## src/rtl/ram_port_arbiter.sv

```systemverilog
// Front end for a single-port RAM. After reset it clears every word to INIT_VAL,
// then shares the port between requesters A and B with round-robin priority.
module ram_port_arbiter #(
  parameter int                ADDR_W   = 6,
  parameter int                DATA_W   = 8,
  parameter logic [DATA_W-1:0] INIT_VAL = '0
) (
  input  logic              clk,
  input  logic              rst_n,
  output logic              init_done,
  input  logic              a_req,
  input  logic              a_we,
  input  logic [ADDR_W-1:0] a_addr,
  input  logic [DATA_W-1:0] a_wdata,
  output logic              a_gnt,
  output logic              a_rvalid,
  output logic [DATA_W-1:0] a_rdata,
  input  logic              b_req,
  input  logic              b_we,
  input  logic [ADDR_W-1:0] b_addr,
  input  logic [DATA_W-1:0] b_wdata,
  output logic              b_gnt,
  output logic              b_rvalid,
  output logic [DATA_W-1:0] b_rdata,
  output logic [DATA_W-1:0] ram_data,
  output logic [ADDR_W-1:0] ram_addr,
  output logic              ram_we,
  input  logic [DATA_W-1:0] ram_q
);

  typedef enum logic {INIT, SERVE} state_t;

  state_t            state_reg, state_next;
  logic [ADDR_W-1:0] init_cnt_reg;
  logic              prio_reg;  // 0 = A preferred, 1 = B preferred
  logic              rv_a_reg, rv_b_reg;
  logic              serving, win_a, win_b;

  always_ff @(posedge clk) begin
    if (!rst_n) begin
      state_reg    <= INIT;
      init_cnt_reg <= '0;
      prio_reg     <= 1'b0;
      rv_a_reg     <= 1'b0;
      rv_b_reg     <= 1'b0;
    end else begin
      state_reg <= state_next;
      if (state_reg == INIT)
        init_cnt_reg <= init_cnt_reg + 1'b1;
      // Hand priority to whichever side was not just served.
      if (win_a || win_b)
        prio_reg <= win_a;
      rv_a_reg <= win_a && !a_we;
      rv_b_reg <= win_b && !b_we;
    end
  end

  always_comb begin
    state_next = state_reg;
    if (state_reg == INIT && init_cnt_reg == '1)
      state_next = SERVE;
  end

  assign serving = rst_n && (state_reg == SERVE);
  assign win_a   = serving && a_req && (!b_req || !prio_reg);
  assign win_b   = serving && b_req && (!a_req || prio_reg);

  always_comb begin
    ram_we   = 1'b0;
    ram_addr = '0;
    ram_data = '0;
    if (rst_n) begin
      if (state_reg == INIT) begin
        ram_we   = 1'b1;
        ram_addr = init_cnt_reg;
        ram_data = INIT_VAL;
      end else if (win_a) begin
        ram_we   = a_we;
        ram_addr = a_addr;
        ram_data = a_wdata;
      end else if (win_b) begin
        ram_we   = b_we;
        ram_addr = b_addr;
        ram_data = b_wdata;
      end
    end
  end

  assign init_done = serving;
  assign a_gnt     = win_a;
  assign b_gnt     = win_b;
  assign a_rvalid  = rst_n && rv_a_reg;
  assign b_rvalid  = rst_n && rv_b_reg;
  assign a_rdata   = ram_q;
  assign b_rdata   = ram_q;

endmodule
```

## config.mk

```make
export PLATFORM = sky130hd
export DESIGN_NAME = ram_port_arbiter
export DESIGN_NICKNAME = d
export VERILOG_FILES = /design/src/rtl/ram_port_arbiter.sv
export SDC_FILE = /design/constraint.sdc
export NUM_CORES = 1
export LEC_CHECK = 0
export BUFFER_PORTS_ARGS = -buffer_cell sky130_fd_sc_hd__buf_2
export CAP_MARGIN = 20
export CORE_ASPECT_RATIO = 0.75
export CORE_MARGIN = 3
export CORE_UTILIZATION = 36
export DETAILED_ROUTE_END_ITERATION = 8
export PLACE_DENSITY = 0.8
export SLEW_MARGIN = 0
export SYNTH_ARGS = -nofsm -noshare
export SYNTH_HDL_FRONTEND = slang
export SYNTH_SLANG_ARGS = --single-unit
```

## constraint.sdc

```tcl
create_clock -name clk -period 1.6 [get_ports clk]
set_clock_uncertainty 0.1 [all_clocks]
set_input_delay 0.16 -clock clk [delete_from_list [all_inputs] [get_ports clk]]
set_output_delay 0.16 -clock clk [all_outputs]
set_load 0.01 [all_outputs]
```

==> flow_metrics.tcl <==
set metrics [dict create \
    synth_top_area_share_pct 24.8 \
    htree_levels 1 \
    fp.dieH_um 47.0 \
    wl_per_cell_um 15.0 \
    clkTransAtPathRegs_ps 60 \
    p_leak_nw 0.566 \
    cts_tree "built" \
    reg2reg_to "init_cnt_reg[5]$_SDFFE_PN0N_" \
    yosys_warnings 0 \
    synth_seq_cells 10 \
    largest_reg_flops 6 \
    numClockSinks 10 \
    design.core.area_um2 2070 \
    status "complete, but fails checks" \
    ant_nets 0 \
    fmax_ghz 0.602 \
    drive_above_1_share_pct 52.9 \
    final_nets 181 \
    yosys.area.top_type "dfxtp_1" \
    cts_buffers 3 \
    clk_latency_ps 260 \
    crit_start "state_reg$_SDFFE_PN0P_" \
    power.density_nw_per_um2 511 \
    fin_setup_tns_ps -400 \
    hold_path.class "primary input to flop" \
    fin_cells 160 \
    place_area_um2 977 \
    start_kind "flop" \
    synth_area_leaders "dfxtp_1 (25%), buf_4 (16%), a22o_1 (8.7%)" \
    synthesis.nets 136 \
    grt_first_pass_wirelength_mm 3.32 \
    die_area_um2 2860 \
    ys_seq_area_share_pct 24.8 \
    hold_path_startpoint "b_we" \
    arrival_ps 1400 \
    drc 0 \
    grt_pass1_vias 754 \
    start_util_pct 39.1 \
    holdWs_ps 98.2 \
    drt_iter0_markers 27 \
    diodes 0 \
    cts_root_buffer "clkbuf_4" \
    failed_checks "setup timing" \
    rows 14 \
    stdcell_area_um2 1050 \
    grt.overflow.total 0 \
    vias_per_cell 5.40 \
    r2r-start "state_reg$_SDFFE_PN0P_" \
    ir_drop_v 0.000196 \
    path_class "flop to primary output" \
    grt_usage_pct 16.1 \
    crit_path_end "ram_addr[3]" \
    ios 78 \
    antenna_found_initial 0 \
    syn2layout_area_growth_pct 29.6 \
    grt_max_degree 15 \
    synth.avg_cell_area_um2 8.69 \
    num_vias 864 \
    slew_headroom_pct 82.4 \
    rsz0062_at_grt "true" \
    port_buffers 53 \
    fin_crit_ps 1660 \
    finalWorstSetupSlack_ps -61.0 \
    final-setup-viol-count 13 \
    cp-end-kind "primary output" \
    wl_mm 2.40 \
    gp_congestion 0.802 \
    power_uw 535 \
    r2r_slack_ps 250 \
    maxCapViolations 0 \
    first_pass_iters 4 \
    maxSlewViolCount 0 \
    rr_worst_depth 4 \
    die_w_um 60.7 \
    placed_cells 153 \
    hold_violations 0 \
    synthCells 93 \
    clockBufferDepth 2 \
    crit_fanout 14 \
    yosysUniqueCellTypes 29 \
    tightest_slew_ps 262 \
    crit_required_ps 1340 \
    synth_area_um2 808 \
    timing.final.crit_share_pct 104 \
]
==> worst min path at each step <==
| stage | slack (ps) | to | cells past startpoint |
|---|---|---|---|
| 2_1_floorplan | 130 | rv_a_reg$_SDFF_PN0_ | 1 |
| 3_3_place_gp | 220 | a_rdata[2] | 0 |
| 3_5_place_dp | 220 | a_rdata[2] | 0 |
| 4_1_cts | 100 | rv_b_reg$_SDFF_PN0_ | 2 |
| 5_1_grt | 100 | rv_b_reg$_SDFF_PN0_ | 2 |
| 6_report | 100 | rv_b_reg$_SDFF_PN0_ | 2 |
==> metal layers <==
metal	global-route usage, %	up-vias	wire length [um]
met3	4.12	2	256
met1	17.0	409	952
met2	31.3	48	1180
met4	5.63	0	8
met5	0	-	0
li1	-	405	-
==> repair_timing <==
item                       in CTS  in global routing
hold endpoints to repair        1                  0
setup buffers                   3                  0
hold buffers                    1                  0
cloned                          1                  0
pin swaps                      10                  6
gates resized for setup         7                  2
setup endpoints to repair      12                 16
==> Yosys cell counts <==
| cell type | n |
|---|---|
| a21boi_2 | 1 |
| a21oi_1 | 4 |
| a221o_1 | 4 |
| a22o_1 | 8 |
| a2bb2oi_1 | 1 |
| a31oi_1 | 3 |
| and2_1 | 5 |
| and2_4 | 2 |
| and2b_1 | 1 |
| and3_1 | 2 |
| buf_4 | 17 |
| buf_6 | 3 |
| clkinv_1 | 1 |
| dfxtp_1 | 10 |
| ha_1 | 1 |
| inv_1 | 1 |
| mux2i_1 | 1 |
| nand2_1 | 5 |
| nand2b_4 | 1 |
| nand3_1 | 1 |
| nand4b_1 | 1 |
| nand4b_4 | 1 |
| nor2_1 | 7 |
| nor2b_1 | 3 |
| o21a_1 | 1 |
| o21ai_0 | 3 |
| or3_1 | 1 |
| xnor2_1 | 1 |
| xor2_1 | 3 |
==> metrics by stage <==
step                utilization (%)  setup WS [ps]
global placement               47.3            113
floorplan                         -            252
global route                   50.7           -121
finish                         50.7          -61.0
CTS                            50.4          -65.5
detailed placement             47.3           65.3
==> layout make-up <==
type                            instances  area (um^2)
Tap cell                               24         30.0
Timing Repair Buffer                   59          320
Fill cell                             200         1020
Multi-Input combinational cell         62          464
Sequential cell                        10          203
Inverter                                2         7.51
Clock buffer                            3         22.5
==> placed cells by master, fill, tap and decap left out, types with 4 or more instances in the layout <==
cell type / synthesis / layout
buf_2: 0 / 53
a22o_1: 8 / 8
dfxtp_1: 10 / 8
nor2_1: 7 / 7
and2_1: 5 / 5
nand2_1: 5 / 5
a221o_1: 4 / 4
==> logic make-up after synthesis <==
family / after synthesis / share of synthesized area [%]
compound gates: 25 / 23.7
mux: 1 / 1.24
simple gates: 30 / 23.5
flops: 10 / 24.8
xor+xnor: 4 / 4.34
buf+inv: 22 / 20.9
fa+ha+maj: 1 / 1.55
==> power by group <==
part / internal [mW] / total (mW) / switching (mW) / leakage (nW)
Sequential: 0.256 / 0.268 / 0.0120 / 0.0822
Clock: 0.0865 / 0.165 / 0.0785 / 0.0138
Combinational: 0.0566 / 0.102 / 0.0458 / 0.470
Total: 0.399 / 0.535 / 0.136 / 0.566
==> critical path, stage by stage (launching register included) <==
cell and delay [ps]:
dfxtp_2 320, and2_4 140, and3_4 230, a221o_1 300, buf_2 140
No activity file was read; power rests on OpenSTA's default activity.
